**config.mk**
```make
export PLATFORM = sky130hd
export DESIGN_NAME = data_mem_ws
export DESIGN_NICKNAME = d
export VERILOG_FILES = /design/src/rtl/data_mem_ws.sv
export SDC_FILE = /design/constraint.sdc
export NUM_CORES = 1
export LEC_CHECK = 0
export BUFFER_PORTS_ARGS = -buffer_cell sky130_fd_sc_hd__buf_2
export CORE_MARGIN = 8
export CORE_UTILIZATION = 48
export CTS_CLUSTER_SIZE = 12
export DETAILED_ROUTE_END_ITERATION = 7
export PLACE_DENSITY = 0.64
export SETUP_SLACK_MARGIN = 0.1
export SLEW_MARGIN = 40
export SYNTH_ARGS = -nofsm -noshare
export SYNTH_HDL_FRONTEND = slang
export SYNTH_SLANG_ARGS = --single-unit
```
**constraint.sdc**
```tcl
create_clock -name clk -period 3.44 [get_ports clk]
set_input_delay 0.344 -clock clk [delete_from_list [all_inputs] [get_ports clk]]
set_output_delay 0.344 -clock clk [all_outputs]
set_load 0.02 [all_outputs]
```
**src/rtl/data_mem_ws.sv**
```systemverilog
// Single-port data memory with a req/ack handshake and configurable wait states.
// A clear sweep after reset zeroes every word before the first access is accepted.
module data_mem_ws #(
    parameter int WIDTH       = 21,
    parameter int ADDR_BITS   = 6,
    parameter int WAIT_STATES = 0
) (
    input  logic                 clk,
    input  logic                 rst,
    input  logic                 req,
    input  logic                 we,
    input  logic [ADDR_BITS-1:0] addr,
    input  logic [WIDTH-1:0]     wdata,
    output logic [WIDTH-1:0]     rdata,
    output logic                 ack,
    output logic                 busy
);

    localparam int DEPTH = 2 ** ADDR_BITS;

    typedef enum logic [1:0] {
        ST_INIT,
        ST_IDLE,
        ST_WAIT
    } state_t;

    state_t               state_q, state_d;
    logic [ADDR_BITS-1:0] ptr_q, ptr_d;
    logic [ADDR_BITS-1:0] addr_q, addr_d;
    logic [3:0]           cnt_q, cnt_d;
    logic                 we_q, we_d;
    logic [WIDTH-1:0]     wdata_q, wdata_d;
    logic [WIDTH-1:0]     rdata_q, rdata_d;
    logic                 ack_q, ack_d;

    logic [WIDTH-1:0]     mem [DEPTH];
    logic                 mem_we;
    logic [ADDR_BITS-1:0] mem_waddr;
    logic [WIDTH-1:0]     mem_wdata;

    always_comb begin
        state_d   = state_q;
        ptr_d     = ptr_q;
        addr_d    = addr_q;
        cnt_d     = cnt_q;
        we_d      = we_q;
        wdata_d   = wdata_q;
        rdata_d   = rdata_q;
        ack_d     = 1'b0;
        mem_we    = 1'b0;
        mem_waddr = ptr_q;
        mem_wdata = '0;
        case (state_q)
            ST_INIT: begin
                mem_we = 1'b1;
                ptr_d  = ptr_q + 1'b1;
                if (&ptr_q) begin
                    state_d = ST_IDLE;
                end
            end
            ST_IDLE: begin
                if (req) begin
                    we_d    = we;
                    addr_d  = addr;
                    wdata_d = wdata;
                    cnt_d   = 4'(WAIT_STATES);
                    state_d = ST_WAIT;
                end
            end
            ST_WAIT: begin
                if (cnt_q != 4'd0) begin
                    cnt_d = cnt_q - 4'd1;
                end else begin
                    // Access edge: only the latched request is used from here on.
                    ack_d   = 1'b1;
                    state_d = ST_IDLE;
                    if (we_q) begin
                        mem_we    = 1'b1;
                        mem_waddr = addr_q;
                        mem_wdata = wdata_q;
                    end else begin
                        rdata_d = mem[addr_q];
                    end
                end
            end
            default: state_d = ST_INIT;
        endcase
    end

    always_ff @(posedge clk or posedge rst) begin
        if (rst) begin
            state_q <= ST_INIT;
            ptr_q   <= '0;
            addr_q  <= '0;
            cnt_q   <= '0;
            we_q    <= 1'b0;
            wdata_q <= '0;
            rdata_q <= '0;
            ack_q   <= 1'b0;
        end else begin
            state_q <= state_d;
            ptr_q   <= ptr_d;
            addr_q  <= addr_d;
            cnt_q   <= cnt_d;
            we_q    <= we_d;
            wdata_q <= wdata_d;
            rdata_q <= rdata_d;
            ack_q   <= ack_d;
        end
    end

    // Gating with rst guarantees an aborted access never reaches the array.
    always_ff @(posedge clk) begin
        if (mem_we && !rst) begin
            mem[mem_waddr] <= mem_wdata;
        end
    end

    assign rdata = rdata_q;
    assign ack   = ack_q;
    assign busy  = (state_q != ST_IDLE);

endmodule
```
==> summary.txt, run 1 <==
Global route
  – Grt total ovfl: 0
  – Initial antenna violation count: 7
  – Number of global-route vias before repair: 28500
  – First-pass GRT wire length: 199000 µm
  – GRT Util Overall: 21.7%
  – Largest net degree at the start of global routing: 85

Critical path
  – Arr. time, crit path: 3.71 ns
  – Most used cell, CP: buf_12
  – Crit path kind: register to register
  – Max stage delay cell, worst path: dfrtp_4
  – R2R cell count: 10
  – CP endpoint kind: register
  – WP data required: 4.07 ns
  – Crit-path max FO: 37
  – CP Cell Sequence: buf_12 > buf_12 > buf_12 > buf_12 > mux2i_1 > a22oi_1 > nand3_1 > and3_1 > o21ai_0 > a221o_1
  – Worst setup SP type: register
  – CP max stage delay: 0.70 ns

Routing
  – WL final: 139000 µm
  – Final ANT Viol Nets: 0
  – Drt drc: 0
  – Drt pass-1 iters: 5
  – DRT iter0 DRCs: 3280
  – Via/cell ratio: 6.02
  – Routed len/inst: 29.2 µm
  – Via count: 28600

Placement
  – Dpl hpwl: 84300 µm
  – GP Congestion: 0.851
  – # port buffers: 53

Floorplanning
  – DIE WIDTH: 354 µm
  – Std-Cell Core Area: 114000 µm²
  – Starting Density: 48.2%
  – Die Span Y: 354 µm
  – Ports: 54
  – Die Footprint: 125000 µm²
  – Row cnt: 124

Clock network
  – Clock Tree Buf Depth: 3
  – TritonCTS Buffers: 146
  – # H-tree levels: 4
  – Clock transition at the registers of the reported paths: 0.06 ns
  – Root buffer cell: clkbuf_16
  – CTS tree: built
  – Worst-Skew Late Latency: 0.75 ns
  – CTS sink count: 1406

Finish
  – Nets: 3165
  – Area Growth Syn to Fin: 15.3%
  – Fillers: 8503
  – Share of layout cells above drive strength 1: 20.8%

Timing
  – Skew final: 0.0221 ns
  – Fin crit share: 89.7%
  – Setup TNS: 0 ns
  – Worst Tran Pin Value: 0.788 ns
  – Final setup viols: 0
  – Fmax: 0.324 GHz
  – Post-layout minimum cycle time: 3.09 ns
  – RSZ-0062 raised after global routing: no
  – Slew Viols, Final: 0
  – Worst slew margin: 47.4%
  – Final hold viol count: 0

Power and ir drop
  – Pint: 27.1 mW
  – VDD IR-drop max: 0.490 mV
  – Psw: 6.28 mW
  – Leakage: 20.3 nW
  – Total power: 33.3 mW
  – Sequential Power Share: 55.4%
  – PwrDens: 528 nW/µm²
  – Sw Ratio: 18.8%
  – Combinational share of power: 0.2%
  – Clock power frac: 44.3%

Yosys
  – Synth Register Bits: 1406
  – Post-synth EDFFs: 1344
  – Avg Inst Size Synth: 19.1 µm²
  – Synth Flop Type: edfxtp_1
  – Synth Net Count: 2900
  – Post-synth ARST share: 4.41%
  – Mapped Cells: 2867
  – Yosys cell types: 42
  – Synth Warn #: 0
  – Sequential share of the synthesized area: 76.5%
  – Post-Syn Area: 54800 µm²

Run status
  – Status: finished clean

Min path
  – Hold crit path type: input pin to register
  – Hold-critical path depth: 4

Job
  – Max Cap Viol: 0
cells in the mapped netlist (all sizes together), types with 21 or more instances:
| master | count | share of area, % |
|---|---|---|
| dfrtp | 62 | 2.8 |
| buf | 112 | 1.6 |
| mux4 | 105 | 4.3 |
| nor2 | 76 | 0.52 |
| mux2i | 484 | 8.8 |
| a21oi | 46 | 0.42 |
| mux2 | 30 | 0.62 |
| edfxtp | 1344 | 74 |
| a22oi | 231 | 3.2 |
| nand3 | 29 | 0.26 |
| clkbuf | 61 | 0.42 |
| and2 | 25 | 0.29 |
| nor4 | 22 | 0.26 |
| nand2 | 62 | 0.42 |
| a32o | 21 | 0.38 |
| o21ai | 31 | 0.28 |
power groups by stage:
stage / clock network, mW / registers (mW) / logic (mW)
2_1_floorplan: 0 / 18.8 / 0.0167
3_3_place_gp: 0 / 18.8 / 0.0527
3_5_place_dp: 0 / 18.8 / 0.0540
4_1_cts: 15.0 / 18.5 / 0.0797
5_1_grt: 15.6 / 18.5 / 0.0858
6_report: 14.8 / 18.5 / 0.0803
worst paths after layout:
check | slack [ns] | to | startpoint
min reg2reg | 0.49 | wdata_q[8] | wdata_q[8]
min | 0.14 | state_q[0] | req
max in group asynchronous | 2.23 | rdata[14] | rst
min in group asynchronous | 0.35 | wdata_q[15] | rst
max | 0.35 | rdata[8] | addr_q[2]
max reg2reg | 0.35 | rdata[8] | addr_q[2]
kinds of logic after synthesis:
group	synth area share (%)
compound gates	5.15
xor+xnor	0.112
fa+ha+maj	0.0457
buf+inv	2.08
flops	76.5
mux	13.8
simple gates	2.33
critical path: cells and delay by family (launching register included):
family | cells | cell delay [ns]
AO/OA/AOI/OAI | 3 | 0.64
multiplexers | 1 | 0.22
flip-flops | 1 | 0.70
AND/OR/NAND/NOR | 2 | 0.38
buffers and inverters | 4 | 0.94
sequential cells by signal (all words and copies together) (netlist names):
signal	count
mem	1344
rdata	21
wdata_q	21
addr_q	6
ptr_q	6
cnt_q	4
state_q	2
ack	1
we_q	1
layout by cell type (no fill, tap or decap), types with 18 or more instances in the layout:
cell type	n
buf_12	63
nor4_1	21
edfxtp_1	1344
a221o_1	20
and3_1	20
clkbuf_16	151
dlygate4sd3_1	31
buf_4	143
clkbuf_1	50
clkinv_1	18
nand3_1	29
buf_2	53
mux2i_1	484
a32o_1	21
a22oi_1	231
nand2_1	61
o21ai_0	28
a21oi_1	46
mux2_2	30
o211ai_1	19
dfrtp_1	59
nor2_2	56
mux4_2	101
and2_2	22
a31oi_1	19
final cells by class:
| class | instances | area [µm²] | area share (%) |
|---|---|---|---|
| timing repair buffer | 290 | 2910 | 4.60 |
| antenna | 1 | 2.50 | 0.00396 |
| clock inverter | 45 | 438 | 0.693 |
| multi-input combinational | 1282 | 12000 | 19.0 |
| clock buffer | 203 | 3990 | 6.32 |
| sequential | 1406 | 41900 | 66.3 |
| inverter | 6 | 23.8 | 0.0376 |
| tap | 1512 | 1890 | 2.99 |
metrics by stage:
stage	instances	util (%)	hold WS (ns)	cell area [µm²]	setup WS [ns]
global placement	4465	51.4	0.481	58400	0.132
global route	4744	55.6	0.188	63200	0.143
CTS	4744	55.6	0.0919	63200	0.165
floorplan	2867	-	0.471	54800	0.289
finish	4745	55.6	0.137	63200	0.354
detailed placement	4465	51.4	0.486	58500	0.196
timing repair:
action,CTS,global route
endpoints found under the setup margin,0,168
hold buffers,31,0
hold endpoints to repair,66,0
gates resized for setup,0,1
setup buffers,0,0
metal layers:
layer	track usage (%)	wire length (µm)	vias up
li1	-	-	12200
met1	30.5	57200	14900
met2	34.7	66200	1259
met3	3.72	11200	220
met4	6.64	4090	0
met5	0	0	-
Power figures use the tool's default switching activity.
==> run 2, diff against run 1 <==
--- a/config.mk
+++ b/config.mk
@@ -8,9 +8,11 @@
 export BUFFER_PORTS_ARGS = -buffer_cell sky130_fd_sc_hd__buf_2
 export CORE_MARGIN = 8
 export CORE_UTILIZATION = 48
+export CTS_BUF_LIST = sky130_fd_sc_hd__clkbuf_16
 export CTS_CLUSTER_SIZE = 12
 export DETAILED_ROUTE_END_ITERATION = 7
 export PLACE_DENSITY = 0.64
+export REMOVE_ABC_BUFFERS = 1
 export SETUP_SLACK_MARGIN = 0.1
 export SLEW_MARGIN = 40
 export SYNTH_ARGS = -nofsm -noshare
==> summary.txt, run 2 (synthesized netlist as in run 1, its figures left out) <==
Critical path
  – CP endpoint kind: register
  – Arr. time, crit path: 3.57 ns
  – Crit-path max FO: 21
  – Buf+Inv Stages, Crit Path: 3
  – Max stage delay cell, worst path: nand2_1
  – CP Cell Sequence: inv_1 > ha_1 > nand2b_1 > nor4_4 > buf_4 > a21oi_1 > nor3_1 > nand2_1 > nor2_2 > buf_4
  – CP delay by family, top: simple AND/OR/NAND/NOR gates
  – Most used cell, CP: buf_4
  – WP data required: 3.84 ns
  – Crit path kind: register to register
  – CP max stage delay: 0.47 ns
  – Worst setup SP type: register
  – R2R setup slack: 0.28 ns

Floorplanning
  – Die Footprint: 125000 µm²
  – Die Span Y: 354 µm
  – Ports: 54
  – DIE WIDTH: 354 µm
  – Starting Density: 48.2%
  – Std-Cell Core Area: 114000 µm²
  – Row cnt: 124

Timing
  – Worst Tran Pin Value: 0.805 ns
  – Post-layout minimum cycle time: 3.16 ns
  – Final hold viol count: 0
  – Fin crit share: 92.0%
  – Worst slew margin: 46.3%
  – Final setup viols: 0
  – Setup TNS: 0 ns
  – RSZ-0062 raised after global routing: yes
  – Worst Hold Margin: 0.275 ns
  – Skew final: 0.0349 ns
  – Fmax: 0.316 GHz
  – Slew Viols, Final: 0

Global route
  – GRT Util Overall: 21.2%
  – First-pass GRT wire length: 197000 µm
  – Grt total ovfl: 0
  – Largest net degree at the start of global routing: 65
  – Initial antenna violation count: 4
  – Number of global-route vias before repair: 28700

Routing
  – Drt drc: 0
  – Routed len/inst: 28.5 µm
  – Via count: 28500
  – WL final: 135000 µm
  – Final ANT Viol Nets: 0
  – Via/cell ratio: 5.99
  – DRT iter0 DRCs: 2949
  – Drt pass-1 iters: 6

Finish
  – Post-Layout Cell Count: 4753
  – Nets: 3173
  – Area Growth Syn to Fin: 14.6%
  – Reg with most FFs: mem
  – Sequential Area: 41900 µm²
  – Multi-input gate area in the final layout: 12000 µm²
  – Most frequent cells in the layout: 1344 x edfxtp_1, 484 x mux2i_1, 231 x a22oi_1, 178 x buf_4, 151 x clkbuf_16
  – Share of layout cells above drive strength 1: 20.9%
  – Util after Layout: 55.2%
  – Commonest non-fill, non-tap cell in the layout: edfxtp_1
  – Max reg flops: 1344
  – Fillers: 8486

Clock network
  – CTS tree: built
  – CTS sink count: 1406
  – Clock Tree Buf Depth: 3
  – Worst-Skew Late Latency: 0.76 ns
  – TritonCTS Buffers: 146
  – # H-tree levels: 4
  – Clock transition at the registers of the reported paths: 0.06 ns
  – Root buffer cell: clkbuf_16

Power and ir drop
  – VDD IR-drop max: 0.411 mV
  – Leakage: 20.5 nW
  – PwrDens: 524 nW/µm²

Job
  – Max Cap Viol: 0

Run status
  – Status: finished clean

Placement
  – Dpl hpwl: 81900 µm
  – # port buffers: 53
  – Placed insts: 4474
  – GP Congestion: 0.813

Min path
  – Hold crit path type: input pin to async pin
==> run 2: changes by cell type in the layout (fill, tap and decap cells not counted), moves of 3 or more <==
cell,previous run,this run
buf_4,143,178
buf_12,63,36
bufinv_16,6,3
inv_1,4,56
nor2_4,10,3
nor2_2,56,64
clkbuf_1,50,0
==> run 2: cell type report <==
type                            count  share of cell area (%)
Tap cell                         1512                    3.01
Antenna cell                        3                  0.0120
Multi-Input combinational cell   1282                    19.1
Timing Repair Buffer              298                    4.19
Clock buffer                      151                    6.02
Clock inverter                     95                   0.882
Inverter                            6                  0.0398
Sequential cell                  1406                    66.7
==> run 2: path summary, 6_finish.rpt <==
path,cells past startpoint,to,startpoint
max in group asynchronous,4,rdata[9],rst
hold / removal,3,wdata_q[16],rst
min in group clk,3,wdata_q[3],wdata[3]
setup / recovery,10,mem[28][13],cnt_q[0]
setup reg to reg,10,mem[28][13],cnt_q[0]
hold reg to reg,1,wdata_q[18],wdata_q[18]
==> run 2: what timing repair did <==
item | CTS | global route
resized for setup | 0 | 5
hold buffers | 30 | 0
buffers inserted | 0 | 0
setup endpoints to repair | 0 | 513
hold endpoints to repair | 59 | 0
==> run 2: worst min-delay path: stages <==
cell and delay (ns):
dlygate4sd3_1 0.53, buf_2 0.19, inv_4 0.41
==> run 2: power by group <==
part | leakage (nW) | internal, mW | switching, mW
logic | 4.57 | 0.0378 | 0.0462
clock network | 2.31 | 8.12 | 6.22
registers | 13.6 | 18.5 | 0.00361
total | 20.5 | 26.6 | 6.27
==> run 2: through the flow <==
stage               total power, mW  area, µm²  setup WS [ns]
CTS                            33.1      62800          0.116
floorplan                      18.9      53700         -17.90
global route                   33.7      62800         0.0433
finish                         32.9      62800          0.276
detailed placement             18.9      58200          0.136
global placement               18.9      58100          0.171
==> run 2: routing by layer <==
| layer | GRT usage (%) | vias up | share of wire (%) |
|---|---|---|---|
| li1 | - | 12200 | - |
| met1 | 30.3 | 14800 | 43 |
| met2 | 33.5 | 1190 | 47 |
| met3 | 3.97 | 197 | 7.4 |
| met4 | 6.18 | 2 | 2.7 |
| met5 | 0 | - | 0.0096 |
